### src/rtl/wb_port_arbiter_if.sv
// Writeback port arbiter bus bundle.
// Requesters drive req/dst/hold; the arbiter returns grant, mux select and write port.
interface wb_port_arbiter_if #(
    parameter int AW = 4
);
    logic [5:0]      req;
    logic [6*AW-1:0] dst;
    logic            hold;
    logic [5:0]      gnt;
    logic [2:0]      sel;
    logic            we;
    logic [AW-1:0]   waddr;
    logic            busy;

    modport master (
        output req, dst, hold,
        input  gnt, sel, we, waddr, busy
    );

    modport slave (
        input  req, dst, hold,
        output gnt, sel, we, waddr, busy
    );
endinterface

### src/rtl/wb_port_arbiter.sv
// Six-source register-file write port arbiter.
// Registered one-hot grant with matching mux select, write enable and address.
module wb_port_arbiter #(
    parameter int AW    = 4,
    parameter bit RR_EN = 1'b1
) (
    input  logic                clk,
    input  logic                rst,
    wb_port_arbiter_if.slave    bus
);

    logic [5:0]    r_gnt;
    logic [2:0]    r_sel;
    logic          r_we;
    logic [AW-1:0] r_waddr;
    logic          r_busy;
    logic [2:0]    r_ptr;

    logic [5:0]    w_eff;
    logic [2:0]    w_start;
    logic          w_found;
    logic [2:0]    w_idx;
    logic [5:0]    w_onehot;
    logic [2:0]    w_enc;
    logic [2:0]    w_ptr_nxt;
    logic [AW-1:0] w_dst;
    int            w_p;

    // A source granted last cycle is masked out so it cannot win twice in a row.
    assign w_eff   = bus.req & ~r_gnt;
    assign w_start = RR_EN ? r_ptr : 3'd0;

    // Scan upward from the start index, wrapping 5 -> 0; first set bit wins.
    always_comb begin
        w_found = 1'b0;
        w_idx   = 3'd0;
        w_p     = 0;
        for (int k = 0; k < 6; k++) begin
            w_p = int'(w_start) + k;
            if (w_p > 5) w_p = w_p - 6;
            if (!w_found && w_eff[w_p]) begin
                w_found = 1'b1;
                w_idx   = 3'(w_p);
            end
        end
    end

    // Winner index to mux select; codes 011 and 111 are skipped.
    always_comb begin
        w_enc = 3'b000;
        unique case (w_idx)
            3'd0:    w_enc = 3'b000;
            3'd1:    w_enc = 3'b001;
            3'd2:    w_enc = 3'b010;
            3'd3:    w_enc = 3'b100;
            3'd4:    w_enc = 3'b101;
            3'd5:    w_enc = 3'b110;
            default: w_enc = 3'b000;
        endcase
    end

    assign w_onehot  = 6'b000001 << w_idx;
    assign w_ptr_nxt = (w_idx == 3'd5) ? 3'd0 : w_idx + 3'd1;
    assign w_dst     = bus.dst[w_idx*AW +: AW];

    // Grant, write port and pointer update; hold freezes select/address/pointer.
    always_ff @(posedge clk) begin
        if (rst) begin
            r_gnt   <= 6'd0;
            r_sel   <= 3'b000;
            r_we    <= 1'b0;
            r_waddr <= '0;
            r_busy  <= 1'b0;
            r_ptr   <= 3'd0;
        end else if (bus.hold) begin
            r_gnt  <= 6'd0;
            r_we   <= 1'b0;
            r_busy <= |bus.req;
        end else if (w_found) begin
            r_gnt   <= w_onehot;
            r_sel   <= w_enc;
            r_we    <= 1'b1;
            r_waddr <= w_dst;
            r_busy  <= |(w_eff & ~w_onehot);
            if (RR_EN) r_ptr <= w_ptr_nxt;
        end else begin
            r_gnt  <= 6'd0;
            r_we   <= 1'b0;
            r_busy <= 1'b0;
        end
    end

    assign bus.gnt   = r_gnt;
    assign bus.sel   = r_sel;
    assign bus.we    = r_we;
    assign bus.waddr = r_waddr;
    assign bus.busy  = r_busy;

endmodule

### src/flat_wrapper.sv
// flat-port wrapper written by rule: the top's interface ports become plain ports
module wb_port_arbiter_flat 
#(
    parameter int AW    = 4,
    parameter bit RR_EN = 1'b1
)
  (clk, rst, bus_req, bus_dst, bus_hold, bus_gnt, bus_sel, bus_we, bus_waddr, bus_busy);
  wb_port_arbiter_if #(.AW(AW)) bus_i ();
  input  logic clk;
  input  logic rst;
  input wire logic [$bits(bus_i.req)-1:0] bus_req;
  input wire logic [$bits(bus_i.dst)-1:0] bus_dst;
  input wire logic [$bits(bus_i.hold)-1:0] bus_hold;
  output wire logic [$bits(bus_i.gnt)-1:0] bus_gnt;
  output wire logic [$bits(bus_i.sel)-1:0] bus_sel;
  output wire logic [$bits(bus_i.we)-1:0] bus_we;
  output wire logic [$bits(bus_i.waddr)-1:0] bus_waddr;
  output wire logic [$bits(bus_i.busy)-1:0] bus_busy;
  assign bus_i.req = bus_req;
  assign bus_i.dst = bus_dst;
  assign bus_i.hold = bus_hold;
  assign bus_gnt = bus_i.gnt;
  assign bus_sel = bus_i.sel;
  assign bus_we = bus_i.we;
  assign bus_waddr = bus_i.waddr;
  assign bus_busy = bus_i.busy;
  wb_port_arbiter #(.AW(AW), .RR_EN(RR_EN)) u_core (.clk(clk), .rst(rst), .bus(bus_i));
endmodule
### config.mk
export PLATFORM = sky130hd
export DESIGN_NAME = wb_port_arbiter_flat
export DESIGN_NICKNAME = d
export VERILOG_FILES = /design/src/rtl/wb_port_arbiter_if.sv /design/src/rtl/wb_port_arbiter.sv /design/src/flat_wrapper.sv
export SDC_FILE = /design/constraint.sdc
export NUM_CORES = 1
export LEC_CHECK = 0
export ABC_AREA = 1
export CORE_UTILIZATION = 40
export CTS_CLUSTER_SIZE = 16
export DETAILED_ROUTE_END_ITERATION = 8
export GPL_ROUTABILITY_DRIVEN = 0
export GPL_TIMING_DRIVEN = 1
export PLACE_DENSITY = 0.75
export SETUP_SLACK_MARGIN = 0.05
export SKIP_CTS_REPAIR_TIMING = 1
export SLEW_MARGIN = 20
export SYNTH_ARGS = -nofsm -noshare
export SYNTH_HDL_FRONTEND = slang
export SYNTH_SLANG_ARGS = --single-unit
### constraint.sdc
create_clock -name clk -period 5.61 [get_ports clk]
set_clock_uncertainty 0.1 [all_clocks]
set_input_delay 0.8415 -clock clk [delete_from_list [all_inputs] [get_ports clk]]
set_output_delay 0.8415 -clock clk [all_outputs]
set_load 0.01 [all_outputs]
==> results.txt, run 1 <==
After clock tree synthesis, the clock-pin slew on the worst setup and hold paths is 0.07 ns. The startpoint identified for the worst register-to-register timing path is u_core.r_ptr[0]. Number of placement rows: 25. For this run, the slowest stage of the critical path takes 0.68 ns. The tools report the combined global-route utilization of all metal layers as 0.207. Among all stages on the critical path, the largest delay is contributed by sky130_fd_sc_hd__dfxtp_1. Data on the critical path arrives at its endpoint at 4.10 ns.

Once layout is complete, the cells apart from fillers number 444. In the synthesized netlist, the number of instances is 330. The area growth from synthesis to layout is 28.5%.

For this design the ratio of total power to cell area is 714 nW/µm². The ratio of cells with drive above 1 in the final layout came out at 0.117. In this run, synthesis produced a sequential element count of 18. Setup repair after global routing left no endpoint under its margin. Most common flop cell mapped by yosys: sky130_fd_sc_hd__dfxtp_1. For this run, design rule violations remaining after detail routing come to 0.

For the number of warning messages in the yosys log, the log shows 0. The total placed cells including tap cells was 440. Share of cell area taken by muxes after synthesis: 0. The share of synthesized area occupied by flip-flops and latches is 0.178, and the total standard cell area after synthesis is 2020 µm².

The number of iterations in the first detailed-routing pass came out at 4. After routing, the total negative slack on setup checks comes to 0 ns. After synthesis, the largest family of logic cells by area is simple AND/OR/NAND/NOR gates.

The residual antenna-violating net count after detailed routing is 0, and the adder-cell share of the synthesized area is 0.0929. The number of hold violations in the final report is 0. Share of the clock period used by the worst path: 0.721. The overflow left after global routing was 0. The normalized max-slew margin was 0.627; the number of slew-limit violations in the final report was 0. Max-cap violations in this run came to 0. At the pin with the least slew margin, the transition time is 0.558 ns. Setup violations remaining at the end of the flow were counted as 0.

The count of port buffers added during placement works out to 47. For the core footprint, the log shows 4790 µm². After detailed routing, the average wire length per cell comes to 11.7 µm. After synthesis, the mean cell area works out to 6.12 µm². The worst setup path is captured at a register. The tools report the total clock sinks as 18.

The detailed router finished its first iteration with 81 violations. Overall power consumption after layout is estimated at 1.85 mW. The run gives 0.422 as the initial cell density of the core. Among the stages of the critical path, the cell type that occurs most often is sky130_fd_sc_hd__nand2_1. The run finished with clean final reports. The area share of the largest cell type after synthesis works out to 0.210.

The worst path meets setup with 1.56 ns of slack. Largest area contributor in the synthesized netlist: sky130_fd_sc_hd__nand2_1. Measured along the y axis, the die boundary spans 73.1 µm.

The most common cell in the synthesized netlist is sky130_fd_sc_hd__nand2_1. Number of global-route vias before repair: 2,090. IR analysis of the VDD net gives a maximum drop of 412 µV.

STA puts the critical path data required time at 5.66 ns. The signal on the critical path passes through inv_1 -> ha_1 -> inv_1 -> ha_1 -> nand2_1 -> o21ai_0 -> nand3_1 -> nand2_2 -> nor2_4 -> nand2_2 -> nor2_4 -> nand3_4 -> nand3_2 -> nand2_2 -> nor2_2 -> ha_1 -> inv_1 -> nand2_1 -> nand2_1 -> nor2_1 -> nand2_1 -> nand2_1 -> nand2_1. The endpoint of the lowest-slack register-to-register path was u_core.bus.busy. In this run the most critical hold path is launched from u_core.bus.sel[1]. For the total I/O pin count, the log shows 48. The initial antenna violation count came out at 0.

The run gives 0 as the count of antenna diodes in the layout. The tools report the clock root buffer master as sky130_fd_sc_hd__clkbuf_8. The worst setup path endpoint is u_core.bus.busy.

The number of levels in the clock H-tree was 1; the distinct cell type count of the synthesized netlist was 31. Area share of xor/xnor cells in the synthesized design: 0.0217. Entering global routing, the biggest net connects 18 pins. The peak fanout along the critical path is 14. Setup slack on the worst reg-to-reg path comes out at 1.56 ns. The tightest min-delay check is of the register to register type. By area the synthesized netlist is led by sky130_fd_sc_hd__nand2_1 (21%), sky130_fd_sc_hd__dfxtp_1 (18%), sky130_fd_sc_hd__nand3_1 (10%). The clock reaches the later pin of the worst-skew pair after 0.25 ns.

The cell count of the worst reg-to-reg path works out to 23. STA classifies the critical path startpoint as a register. Measured along the x axis, the die boundary spans 73.1 µm. Detailed placement finished with a half-perimeter wire length of 4230 µm. The first global-routing pass estimated 8830 µm of wire.

Post-placement worst setup slack: 1.64 ns. The clock period could shrink to 4.05 ns. Tracing the worst setup path back leads to its startpoint at u_core.r_ptr[0].

The overall die area is 5340 µm². The final layout contains routed wiring with a total length of 5180 µm. After the last flow step, the layout net total stands at 426. The number of buffers inserted during clock tree synthesis is 3, and the synthesized-area fraction occupied by and/or/nand/nor cells is 0.520.

After detailed routing, the number of vias per cell comes to 4.90. The synthesized design contains 0 enable-type register cells. In this run the static leakage power is 1.25 nW. The async set-or-reset flop fraction in the synthesized netlist came out at 0. TritonCTS built the clock tree. For the maximum frequency from static timing analysis, the log shows 247 MHz.

The compound-cell area share of the yosys netlist came out at 0.0972. Counting every net in the synthesized netlist gives 378. The detailed router placed 2,174 vias in this run.

The longest clock path from root to sink contains 2 buffers. Sorting the synthesized cells by how often they occur yields sky130_fd_sc_hd__nand2_1 (113), sky130_fd_sc_hd__nand3_1 (42), sky130_fd_sc_hd__inv_1 (34). The critical path is of the register to register type.
[worst min path at each step]
| stage | endpoint | slack [ns] | cells past startpoint |
|---|---|---|---|
| 5_1_grt | u_core.bus.sel[1] | 0.45 | 2 |
| 2_1_floorplan | u_core.r_ptr[2] | 0.43 | 2 |
| 4_1_cts | u_core.bus.sel[1] | 0.41 | 2 |
| 3_3_place_gp | u_core.bus.sel[0] | 0.39 | 2 |
| 3_5_place_dp | u_core.bus.sel[1] | 0.39 | 2 |
| 6_report | u_core.bus.sel[1] | 0.41 | 2 |
[layout make-up]
class,count,area (µm²)
Multi-Input combinational cell,269,1480
Tap cell,67,83.8
Sequential cell,18,360
Clock buffer,4,55.1
Timing Repair Buffer,47,470
Inverter,39,149
Fill cell,468,2190
[through the flow]
stage	cell area, µm²	utilization	hold slack, ns
floorplan	2020	-	0.430
global placement	2540	0.531	0.392
detailed placement	2540	0.531	0.387
CTS	2600	0.542	0.408
global route	2600	0.542	0.453
finish	2600	0.542	0.407
[where the power goes]
part / internal [mW] / switching, mW
clock network: 0.0624 / 0.0441
registers: 0.170 / 0.0417
logic: 0.511 / 1.02
total: 0.744 / 1.11
[logic make-up (layout without fill, tap and decap cells)]
kind of cell,count (synthesis),after routing
xor+xnor,5,5
flops,18,18
buf+inv,43,90
compound gates,35,35
fa+ha+maj,15,15
simple gates,214,214
[state kept, by name (all words and copies together) (netlist names)]
signal,cells
u_core.bus.sel,3
u_core.bus.we,1
u_core.bus.gnt,6
u_core.bus.busy,1
u_core.bus.waddr,4
u_core.r_ptr,3
[critical path: cells and delay by family (launching register included)]
family	cells	cell delay (ns)
buf+inv	3	0.57
compound gates	1	0.08
simple gates	16	1.54
flops	1	0.68
fa+ha+maj	3	0.97
[per-layer routing]
| metal | global-route usage | vias to the layer above | wire length, µm | share of wire |
|---|---|---|---|---|
| met2 | 0.373 | 51 | 2480 | 0.48 |
| met1 | 0.264 | 969 | 2490 | 0.48 |
| met5 | 0 | - | 0 | 0 |
| met4 | 0.0566 | 0 | 27 | 0.0052 |
| met3 | 0.0152 | 2 | 176 | 0.034 |
| li1 | - | 1152 | - | - |
[placed cells by master, fill, tap and decap left out, types with 3 or more instances in the layout]
master,instances
sky130_fd_sc_hd__nand2_1,113
sky130_fd_sc_hd__clkdlybuf4s50_1,47
sky130_fd_sc_hd__nand3_1,42
sky130_fd_sc_hd__inv_1,34
sky130_fd_sc_hd__nor2_1,20
sky130_fd_sc_hd__dfxtp_1,18
sky130_fd_sc_hd__ha_1,15
sky130_fd_sc_hd__nand2_2,12
sky130_fd_sc_hd__a21oi_1,11
sky130_fd_sc_hd__o21ai_0,10
sky130_fd_sc_hd__nor2_4,7
sky130_fd_sc_hd__o21ai_1,6
sky130_fd_sc_hd__xor2_1,5
sky130_fd_sc_hd__nand3_2,5
sky130_fd_sc_hd__inv_2,4
sky130_fd_sc_hd__clkbuf_8,4
sky130_fd_sc_hd__nand2_4,3
sky130_fd_sc_hd__nand3b_1,3
sky130_fd_sc_hd__nor2_2,3
(Power assumes the default switching activity.)
==> run 2: changes to the inputs <==
==> constraint.sdc (replaced) <==
create_clock -name clk -period 3.8 [get_ports clk]
set_clock_uncertainty 0.1 [all_clocks]
set_input_delay 0.57 -clock clk [delete_from_list [all_inputs] [get_ports clk]]
set_output_delay 0.57 -clock clk [all_outputs]
set_load 0.01 [all_outputs]
==> run 2 against run 1 <==
Die area unchanged. Fmax increased by 19%. Worst hold slack improved by 0.0011 ns. Register-to-register slack got worse by 1.2 ns. Non-clock buffer count increased by 5. First-iteration DRC count increased by 21%. Global-route usage about the same. Critical path depth unchanged. Core utilization increased by 0.50 points.
==> results.txt, run 2 (synthesized netlist as in run 1, its figures left out) <==
The region available for standard cell placement spans 4790 µm². From synthesis to final layout, the design area changed by 29.7%. After layout, the minimum clock period comes to 3.41 ns.

The run gives 3.44 ns as the signal arrival time at the worst endpoint. Buffers placed on the I/O ports in this run total 47. Category of the worst setup path capture point: a register. The tool flagged a number of max-cap violations equal to 0.

The initial cell density of the core is 0.422, and the DRC violation total after the first TritonRoute iteration is 98. The number of buffers and inverters on the critical path is 3. The flip-flop count of the largest register after layout came out at 6.

The wire length of the first global-routing pass came out at 8690 µm. The tools report the half-perimeter wire length after detailed placement as 4290 µm. The family with the most delay on the worst path was simple AND/OR/NAND/NOR gates.

Setup repair after global routing left no endpoint under its margin. Dividing the detail-routed wire length by the instance count gives 11.9 µm. During I/O placement, the number of pins put on the boundary was 48. The number of levels in the clock H-tree is 1, and the number of buffers on the longest clock path is 2.

The worst setup path is of the register to register kind. The share of the clock period used by the worst path was 0.896. Leaving out fill and tap cells, the most frequent cell in the layout is sky130_fd_sc_hd__nand2_1. The number of hold violations in the final report was 0. The slowest stage of the critical path is the sky130_fd_sc_hd__ha_1 cell.

The critical path's most frequent cell is sky130_fd_sc_hd__nand2_1. Entering global routing, the biggest net connects 17 pins. The per-cell via count in the routed design came out at 4.93. The logs give 25 for the number of placement rows and 5340 µm² for the overall die area. The net count of the finished layout is 431. The total wire length after detailed routing came out at 5340 µm.

Startpoint kind of the worst setup timing path: a register. Hold is met by 0.408 ns. For the combined global-route utilization of all metal layers, the log shows 0.207. The normalized max-slew margin was 0.684; the die extent in y was 73.1 µm. The critical path's largest stage delay was 0.42 ns. The number of global-route vias before repair was 1,941. The number of iterations in the first detailed-routing pass was 5; the final-report setup violation count was 0. For this block, the via count after detailed routing is 2,207.

For the pin with the worst max-slew slack, the measured transition is 0.470 ns. The tools report the number of design rule violations left after detail routing as 0. The tightest min-delay check is of the register to register type. The run finished with clean final reports.

Final cell utilization of the core: 0.547. The die is 73.1 µm wide. Overflow left after global routing: 0.

The run gives 3.84 ns as the required arrival time at the worst endpoint. Setup slack on the worst reg-to-reg path comes out at 0.39 ns. In this run the clock root is driven by a sky130_fd_sc_hd__clkbuf_8.

The tools report the final-layout setup total negative slack as 0 ns. TritonCTS built the clock tree. The peak fanout along the critical path was 8; the total clock sinks was 18. The ratio of cells with drive above 1 in the final layout is 0.126, and the clock latency on the worst-skew pair is 0.24 ns.

For the number of slew-limit violations in the final report, the log shows 0. In the layout the commonest cells are sky130_fd_sc_hd__nand2_1 (113), sky130_fd_sc_hd__clkdlybuf4s50_1 (47), sky130_fd_sc_hd__nand3_1 (42), sky130_fd_sc_hd__inv_1 (34), sky130_fd_sc_hd__nor2_1 (20). Clock-pin slew was measured on the worst setup and hold paths at 0.07 ns. Buffers inserted during clock tree synthesis total 3.

For this run, the top clock speed supported by timing is 294 MHz. The signal on the critical path passes through inv_1 -> ha_1 -> inv_1 -> ha_1 -> nand2_1 -> o21ai_0 -> nand3_1 -> nand2_2 -> nor2_4 -> nand2_2 -> nor2_4 -> nand3_4 -> nand3_2 -> nand2_2 -> nor2_2 -> ha_1 -> inv_1 -> nand2_1 -> nand2_1 -> nor2_1 -> nand2_1 -> nand2_1 -> nand2_1. Initial antenna violation count: 0. 0 antenna diodes ended up in the layout. The detail route stage leaves a number of antenna-violating nets equal to 0.
==> run 2: cell count changes in the layout (fill, tap and decap cells not counted), sizes merged <==
cell / delta
buf: +5
clkbuf: -1
==> run 2: metrics by stage <==
stage | setup WS, ns | instance area, µm² | instances
floorplan | 0.546 | 2020 | 330
global route | 0.116 | 2620 | 448
global placement | 0.510 | 2580 | 445
CTS | 0.401 | 2620 | 448
detailed placement | 0.436 | 2580 | 445
finish | 0.393 | 2620 | 448
==> run 2: cell type report <==
type,instances,area [µm²]
fillers,460,2170
multi-input cells,269,1480
repair buffers,52,508
flip-flops and latches,18,360
inverters,39,149
well taps,67,83.8
clock buffers,3,41.3
==> run 2: worst paths after layout <==
kind                            cells past startpoint               from           endpoint
worst min register to register                      2  u_core.bus.sel[1]  u_core.bus.sel[1]
worst max register to register                     23    u_core.r_ptr[1]    u_core.bus.busy
worst min-delay path                                2  u_core.bus.sel[1]  u_core.bus.sel[1]
worst max-delay path                               23    u_core.r_ptr[1]    u_core.bus.busy
==> run 2: per-layer routing <==
metal  wire length (µm)  global-route usage  vias to the layer above
met3                239             0.00967                        4
met4                 43              0.0392                        0
met1               2550               0.293                      982
met5                  0                   0                        -
li1                   -                   -                     1156
met2               2510               0.348                       65
==> run 2: worst register-to-register path: cells and delay by family, from the launching register on <==
family,cells,cell delay (ns)
AOI/OAI and AO/OA,1,0.08
and+or+nand+nor,16,1.51
DFF,1,0.33
buffers and inverters,3,0.36
adders and majority gates,3,0.92
Power of run 2 is left out: the tool's default activity adds up to more than one toggle a clock period on the data nets, which glitch-free logic cannot reach.
